## config.mk

```make
export PLATFORM = sky130hd
export DESIGN_NAME = sar_seeker
export DESIGN_NICKNAME = d
export VERILOG_FILES = /design/src/rtl/sar_seeker.sv
export SDC_FILE = /design/constraint.sdc
export NUM_CORES = 1
export LEC_CHECK = 0
export CORE_MARGIN = 4
export CORE_UTILIZATION = 47
export CTS_BUF_LIST = sky130_fd_sc_hd__clkbuf_4 sky130_fd_sc_hd__clkbuf_8
export DETAILED_ROUTE_END_ITERATION = 7
export PLACE_DENSITY = 0.74
export SETUP_SLACK_MARGIN = 0.5
export SYNTH_ARGS = -nofsm -noshare
export SYNTH_HDL_FRONTEND = slang
export SYNTH_SLANG_ARGS = --single-unit
```

## constraint.sdc

```tcl
create_clock -name clk -period 1.7 [get_ports clk]
set_input_delay 0.51 -clock clk [delete_from_list [all_inputs] [get_ports clk]]
set_output_delay 0.51 -clock clk [all_outputs]
set_load 0.01 [all_outputs]
```

## src/rtl/sar_seeker.sv

```systemverilog
`default_nettype none
// ============================================================================
// Module   : sar_seeker
// Purpose  : Successive-approximation searcher. It drives trial values to an
//            external "ref < trial" comparator and returns the matching ref.
// Revision : 1.0 - initial release
// ============================================================================
module sar_seeker #(
    parameter int WIDTH  = 8,
    parameter int SETTLE = 1
) (
    input  logic             clk,
    input  logic             rst_n,
    input  logic             start,
    input  logic             abort,
    input  logic             cmp_lt,
    output logic [WIDTH-1:0] trial,
    output logic             busy,
    output logic             done,
    output logic [WIDTH-1:0] result
);

    localparam int CNT_W = (SETTLE > 0) ? $clog2(SETTLE + 1) : 1;
    localparam int IDX_W = (WIDTH > 1) ? $clog2(WIDTH) : 1;

    localparam logic [CNT_W-1:0] c_cnt_load = CNT_W'(SETTLE);
    localparam logic [CNT_W-1:0] c_cnt_one  = CNT_W'(1);
    localparam logic [IDX_W-1:0] c_idx_msb  = IDX_W'(WIDTH - 1);
    localparam logic [IDX_W-1:0] c_idx_one  = IDX_W'(1);
    localparam logic [WIDTH-1:0] c_one      = WIDTH'(1);
    localparam logic [WIDTH-1:0] c_msb      = c_one << (WIDTH - 1);

    typedef enum logic [0:0] {
        ST_IDLE  = 1'b0,
        ST_PROBE = 1'b1
    } state_t;

    state_t           r_state,  w_state_nxt;
    logic [WIDTH-1:0] r_trial,  w_trial_nxt;
    logic [IDX_W-1:0] r_idx,    w_idx_nxt;
    logic [CNT_W-1:0] r_cnt,    w_cnt_nxt;
    logic             r_busy,   w_busy_nxt;
    logic             r_done,   w_done_nxt;
    logic [WIDTH-1:0] r_result, w_result_nxt;

    // Bit currently under test, and the trial with that bit resolved.
    logic [WIDTH-1:0] w_bit;
    logic [WIDTH-1:0] w_resolved;

    assign w_bit      = c_one << r_idx;
    assign w_resolved = cmp_lt ? (r_trial & ~w_bit) : r_trial;

    always_comb begin
        w_state_nxt  = r_state;
        w_trial_nxt  = r_trial;
        w_idx_nxt    = r_idx;
        w_cnt_nxt    = r_cnt;
        w_busy_nxt   = r_busy;
        w_done_nxt   = 1'b0;
        w_result_nxt = r_result;

        case (r_state)
            ST_IDLE: begin
                // A simultaneous abort suppresses the start.
                if (start && !abort) begin
                    w_state_nxt = ST_PROBE;
                    w_trial_nxt = c_msb;
                    w_idx_nxt   = c_idx_msb;
                    w_cnt_nxt   = c_cnt_load;
                    w_busy_nxt  = 1'b1;
                end
            end
            ST_PROBE: begin
                if (abort) begin
                    w_state_nxt = ST_IDLE;
                    w_trial_nxt = '0;
                    w_busy_nxt  = 1'b0;
                end else if (r_cnt != '0) begin
                    w_cnt_nxt = r_cnt - c_cnt_one;
                end else if (r_idx != '0) begin
                    w_trial_nxt = w_resolved | (w_bit >> 1);
                    w_idx_nxt   = r_idx - c_idx_one;
                    w_cnt_nxt   = c_cnt_load;
                end else begin
                    w_state_nxt  = ST_IDLE;
                    w_result_nxt = w_resolved;
                    w_done_nxt   = 1'b1;
                    w_busy_nxt   = 1'b0;
                    w_trial_nxt  = '0;
                end
            end
            default: begin
                w_state_nxt = ST_IDLE;
            end
        endcase
    end

    always_ff @(posedge clk or negedge rst_n) begin
        if (!rst_n) begin
            r_state  <= ST_IDLE;
            r_trial  <= '0;
            r_idx    <= '0;
            r_cnt    <= '0;
            r_busy   <= 1'b0;
            r_done   <= 1'b0;
            r_result <= '0;
        end else begin
            r_state  <= w_state_nxt;
            r_trial  <= w_trial_nxt;
            r_idx    <= w_idx_nxt;
            r_cnt    <= w_cnt_nxt;
            r_busy   <= w_busy_nxt;
            r_done   <= w_done_nxt;
            r_result <= w_result_nxt;
        end
    end

    assign trial  = r_trial;
    assign busy   = r_busy;
    assign done   = r_done;
    assign result = r_result;

endmodule
`default_nettype wire

```

==> impl_metrics.json, run 1 <==
{
  "grt_pass1_vias": 1158,
  "fin_nets": 198,
  "max_freq_mhz": 624,
  "gp_congestion": 0.791,
  "yosysUniqueCellTypes": 31,
  "p_int_mw": 0.945,
  "drtAntennaViolNets": 0,
  "synth_edf_count": 0,
  "synthFlopType": "dfrtp_1",
  "synth_area_mm2": 0.00114,
  "power_frac_comb": 0.360,
  "dp_hpwl_um": 1890,
  "tightest_slew_ns": 0.332,
  "synthesis.nets": 126,
  "power.static_leakage_nw": 0.953,
  "peakVddDrop_mv": 0.874,
  "routed_via_density": 5.28,
  "cts_tree": "built",
  "stdcell_area_mm2": 0.00190,
  "yosysSeqAreaShare": 0.507,
  "p_total_mw": 1.38,
  "r2r_slack_ns": 0.1,
  "hold_path_class": "input port to async pin",
  "cap_violations": 0,
  "rsz0062_at_grt": "true",
  "placed_cells": 173,
  "hold_viol": 0,
  "start_util": 0.504,
  "postSynthAreaPerCell_um2": 9.79,
  "drive_above_1_share": 0.583,
  "multiInputGateArea_um2": 689,
  "synth_warnings": 0,
  "synth_top_area_cell": "dfrtp_1",
  "worstPathRequired_ns": 1.92,
  "synth_commonest_cells": "dfrtp_1 (23), nand2_1 (23), o21ai_1 (13)",
  "worstPathMaxFanout": 4,
  "crit_chain": "inv_2, ha_4, nor2b_4, or3_4, mux2_4",
  "crit_arrival_ns": 1.83,
  "register_area_um2": 576,
  "cts_made_buffers": 3,
  "numPortBuffers": 22,
  "holdBufCountCts": 0,
  "setup_violations": 0,
  "antenna_found_initial": 0,
  "ctsRootBufferMaster": "clkbuf_4",
  "overflow": 0,
  "powerDensity_mw_per_mm2": 728,
  "wl_um": 3450,
  "grt_pass1_wl_um": 5450,
  "slew_violations": 0,
  "r2r_start": "r_idx[0]",
  "wl_per_cell_um": 16.0,
  "maxSlewHeadroom": 0.778,
  "rr_worst_depth": 5,
  "area_growth_pct": 67.4,
  "drc": 0,
  "startpoint_type": "flip-flop",
  "num_rows": 17,
  "reg2reg_to": "r_idx[0]",
  "cts-htree-levels": 1,
  "slowest_stage": "or3_4",
  "seq_power_share": 0.439,
  "core_mm2": 0.00225,
  "netlist_instances": 116,
  "cp-end-kind": "flip-flop",
  "fillers": 115,
  "critPathKind": "flip-flop to flip-flop",
  "dieHeight_um": 57.2,
  "switchingPower_mw": 0.439,
  "path_clk_slew_ns": 0.13,
  "vias": 1136,
  "n_antenna_cell": 0,
  "synth_top_cell_area_share": 0.507,
  "drt_pass1_iterations": 4,
  "clkPwrFrac": 0.201,
  "outcome": "completed",
  "grt_max_degree": 24,
  "dpl_cell_area_mm2": 0.00150,
  "crit_family": "simple AND/OR/NAND/NOR gates",
  "fin_crit_ns": 1.60,
  "instances_no_fill": 215,
  "die-area_mm2": 0.00327,
  "ys_top_cells_by_area": "dfrtp_1 (51%), nand2_1 (7.6%), o21ai_1 (5.7%)",
  "crit_buf_inv": 1,
  "utilization": 0.844,
  "switching_share": 0.317,
  "place_ws_ns": -0.294,
  "synthArstFlopShare": 1.00,
  "die_x_um": 57.2,
  "setup_slack_ns": 0.0977,
  "clock_path_buffers": 2,
  "cpPeakStageDelay_ns": 0.44,
  "cp.depth": 5,
  "fin_crit_sh": 0.943,
  "clock_skew_ns": 0.00848,
  "grt_usage": 0.213,
  "drt_iter0_drc": 48,
  "synth-seq-cells": 23,
  "io_pins": 23,
  "cts.sinks": 23,
  "insertion_delay_ns": 0.32
}
==> sequential cells by signal, indices dropped and copies added (netlist names) <==
name	cells
result	8
trial	8
r_idx	3
busy	1
done	1
r_cnt	1
r_state	1
==> cell type report <==
type / count / share of cell area
Tap cell: 28 / 0.0184
Clock buffer: 4 / 0.0158
Timing Repair Buffer: 72 / 0.291
Sequential cell: 23 / 0.303
Inverter: 5 / 0.00987
Multi-Input combinational cell: 83 / 0.363
==> layout by cell type (no fill, tap or decap), types with 2 or more instances in the layout <==
master,Yosys,routed
clkbuf_4,0,4
clkdlybuf4s50_1,0,2
nor2b_4,0,3
nand3_2,0,2
inv_1,4,2
dfrtp_1,23,23
nand2_2,0,6
buf_4,0,42
nand2_1,23,16
o21ai_1,13,8
ha_1,5,3
or3_4,0,2
nand3_1,5,3
nand2b_4,1,2
o21ai_2,0,7
a21oi_1,5,3
inv_2,1,3
ha_4,0,2
nor2b_1,5,2
mux2_4,2,3
a22oi_1,3,3
buf_6,1,11
nand2b_1,3,2
buf_2,2,14
==> worst max-delay path by stage <==
stage             start   endpoint  slack [ns]
6_report       r_idx[0]   r_idx[0]         0.1
2_1_floorplan  r_idx[1]  result[1]         0.1
4_1_cts        r_idx[0]  result[2]        0.16
5_1_grt          cmp_lt   trial[2]        0.07
3_5_place_dp      abort   r_idx[0]       -0.29
3_3_place_gp      abort   r_idx[0]       -0.22
==> repair_timing <==
| item | in CTS | in global routing |
|---|---|---|
| resized for setup | 100 | 22 |
| setup endpoints to repair | 40 | 40 |
| pin swaps | 9 | 14 |
| cloned | 1 | 0 |
| buffers inserted | 23 | 14 |
==> worst register-to-register path, cell delays in order, from the launching register on <==
cell and delay [ns]:
dfrtp_1 0.40, inv_2 0.07, ha_4 0.17, nor2b_4 0.13, or3_4 0.44, mux2_4 0.29
==> power by group through the flow <==
stage,clock network [mW],registers [mW],logic [mW]
after floorplan,0,0.642,0.179
after global placement,0,0.625,0.317
after detailed placement,0,0.626,0.322
after CTS,0.273,0.606,0.429
after global routing,0.305,0.610,0.539
final,0.279,0.607,0.498
==> layer usage <==
metal	track usage	vias to the layer above	part of all wire
met5	0	-	0
met4	0.0695	0	0.021
met3	0.0385	9	0.054
met2	0.378	42	0.50
met1	0.260	546	0.42
li1	-	539	-
==> logic make-up after synthesis <==
kind of cell,Yosys count,synth area share
DFF,23,0.507
buffers and inverters,10,0.0418
AOI/OAI and AO/OA,31,0.164
and+or+nand+nor,43,0.187
adders and majority gates,5,0.0551
muxes,4,0.0452
==> metrics by stage <==
step | hold slack, ns | setup TNS [ns]
final | 0.522 | 0
after global routing | 0.552 | 0
after CTS | 0.509 | 0
after detailed placement | 0.475 | -3.31
after global placement | 0.466 | -2.49
after floorplan | 0.214 | 0
Note: power is estimated with default switching activity, not from simulation.
==> run 2: changes to the inputs <==
--- a/config.mk
+++ b/config.mk
@@ -5,12 +5,13 @@
 export SDC_FILE = /design/constraint.sdc
 export NUM_CORES = 1
 export LEC_CHECK = 0
+export CAP_MARGIN = 40
 export CORE_MARGIN = 4
 export CORE_UTILIZATION = 47
 export CTS_BUF_LIST = sky130_fd_sc_hd__clkbuf_4 sky130_fd_sc_hd__clkbuf_8
 export DETAILED_ROUTE_END_ITERATION = 7
 export PLACE_DENSITY = 0.74
-export SETUP_SLACK_MARGIN = 0.5
+export SETUP_SLACK_MARGIN = 0.3
 export SYNTH_ARGS = -nofsm -noshare
 export SYNTH_HDL_FRONTEND = slang
 export SYNTH_SLANG_ARGS = --single-unit
==> constraint.sdc (replaced) <==
create_clock -name clk -period 1.7 [get_ports clk]
set_input_delay 0.51 -clock clk [delete_from_list [all_inputs] [get_ports clk]]
set_output_delay 0.51 -clock clk [all_outputs]
set_load 0.02 [all_outputs]
==> run 2 against run 1 <==
Net effect: final cell count decreased by 7.0%; die area stayed put; routed wire length fell by 12%; global-route usage fell by 2.5 points; clock skew down 0.0070 ns; critical endpoint is now result[1].
==> impl_metrics.json, run 2 (synthesis results as in run 1) <==
{
  "dpl_cell_area_mm2": 0.00149,
  "tightest_slew_ns": 0.427,
  "insertion_delay_ns": 0.30,
  "peakVddDrop_mv": 0.539,
  "num_rows": 17,
  "worstPathMaxFanout": 4,
  "area_growth_pct": 57.0,
  "critPathKind": "flip-flop to flip-flop",
  "setup_violations": 0,
  "grt_pass1_wl_um": 4880,
  "start_util": 0.504,
  "path_clk_slew_ns": 0.12,
  "antenna_found_initial": 0,
  "multiInputGateArea_um2": 612,
  "drtAntennaViolNets": 0,
  "crit_family": "simple AND/OR/NAND/NOR gates",
  "clock_path_buffers": 2,
  "cts-htree-levels": 1,
  "holdWs_ns": 0.518,
  "crit_chain": "inv_2, ha_4, nand2b_4, or3_4, mux2_4",
  "n_antenna_cell": 0,
  "core_mm2": 0.00225,
  "hold_path_class": "flip-flop to flip-flop",
  "slowest_stage": "dfrtp_1",
  "setup_slack_ns": 0.155,
  "die_x_um": 57.2,
  "fin_nets": 183,
  "power.static_leakage_nw": 0.847,
  "grt_usage": 0.188,
  "max_freq_mhz": 647,
  "rsz0062_at_grt": "true",
  "worstPathRequired_ns": 1.90,
  "routed_via_density": 5.45,
  "wl_um": 3040,
  "fillers": 143,
  "powerDensity_mw_per_mm2": 756,
  "cts_made_buffers": 3,
  "fin_crit_ns": 1.55,
  "cpPeakStageDelay_ns": 0.42,
  "utilization": 0.791,
  "outcome": "completed",
  "startpoint_type": "flip-flop",
  "clock_skew_ns": 0.00145,
  "register_area_um2": 576,
  "cp-end-kind": "flip-flop",
  "wl_per_cell_um": 15.2,
  "final.setup.tns_ns": 0,
  "hold_viol": 0,
  "drt_iter0_drc": 47,
  "drive_above_1_share": 0.488,
  "holdBufCountCts": 0,
  "vias": 1090,
  "cts.sinks": 23,
  "final_common_cell": "buf_4",
  "layout_common_cells": "buf_4 (31), dfrtp_1 (23), nand2_1 (22)",
  "numPortBuffers": 22,
  "ctsRootBufferMaster": "clkbuf_4",
  "dp_hpwl_um": 1870,
  "grt_pass1_vias": 1011,
  "cap_violations": 0,
  "die-area_mm2": 0.00327,
  "fin_crit_sh": 0.909,
  "drc": 0,
  "dieHeight_um": 57.2,
  "gp_congestion": 0.830,
  "stdcell_area_mm2": 0.00178,
  "cts_tree": "built",
  "grt_max_degree": 24,
  "drt_pass1_iterations": 4,
  "overflow": 0,
  "slew_violations": 0,
  "place_ws_ns": -0.207,
  "crit_buf_inv": 1,
  "io_pins": 23,
  "crit_arrival_ns": 1.74,
  "maxSlewHeadroom": 0.715
}
## run 2: changes by cell type in the layout (fill, tap and decap cells not counted), sizes merged
cell	previous run	this run
buf	67	53
clkdlybuf4s50	2	3
clkbuf	5	4
clkdlybuf4s15	1	0
## run 2: repair_timing
action,CTS,global route
buffers inserted,11,9
resized for setup,86,46
setup endpoints to repair,36,39
cloned,0,0
pin swaps,3,7
## run 2: metal layers
metal | track usage | part of all wire | up-vias
met5 | 0 | 0 | -
met4 | 0.0397 | 0.015 | 0
met3 | 0.0407 | 0.063 | 6
met2 | 0.320 | 0.51 | 49
met1 | 0.248 | 0.41 | 518
li1 | - | - | 517
## run 2: path summary, 6_finish.rpt
check                           from        end  slack, ns  depth (start not counted)
setup / recovery            r_idx[1]  result[1]       0.15                          5
hold / removal             result[3]  result[3]       0.52                          2
setup reg to reg            r_idx[1]  result[1]       0.15                          5
hold reg to reg            result[3]  result[3]       0.52                          2
max in group asynchronous      rst_n  result[5]       0.91                          2
min in group asynchronous      rst_n  result[7]       0.56                          2
## run 2: worst register-to-register path: stages, from the launching register on
cell and delay, ns:
dfrtp_1 0.42, inv_2 0.09, ha_4 0.15, nand2b_4 0.06, or3_4 0.42, mux2_4 0.31
## run 2: report_power, final
group / switching, mW / internal, mW
clock: 0.157 / 0.107
sequential: 0.0321 / 0.585
combinational: 0.230 / 0.237
## run 2: layout make-up
type	instances	share of cell area
multi-input cells	83	0.343
flip-flops and latches	23	0.323
repair buffers	57	0.288
well taps	28	0.0196
clock buffers	4	0.0168
inverters	5	0.0105
## run 2: per-stage QoR
step	power, mW	instances
3_5_place_dp	0.965	176
2_1_floorplan	0.822	116
4_1_cts	1.27	191
3_3_place_gp	0.951	176
5_1_grt	1.44	200
6_report	1.35	200
==> run 3: changes to the inputs <==
--- a/config.mk
+++ b/config.mk
@@ -5,7 +5,6 @@
 export SDC_FILE = /design/constraint.sdc
 export NUM_CORES = 1
 export LEC_CHECK = 0
-export CAP_MARGIN = 40
 export CORE_MARGIN = 4
 export CORE_UTILIZATION = 47
 export CTS_BUF_LIST = sky130_fd_sc_hd__clkbuf_4 sky130_fd_sc_hd__clkbuf_8
==> results of run 3 <==
Same layout as run 2: the final DEF is identical, and so are final timing and power.
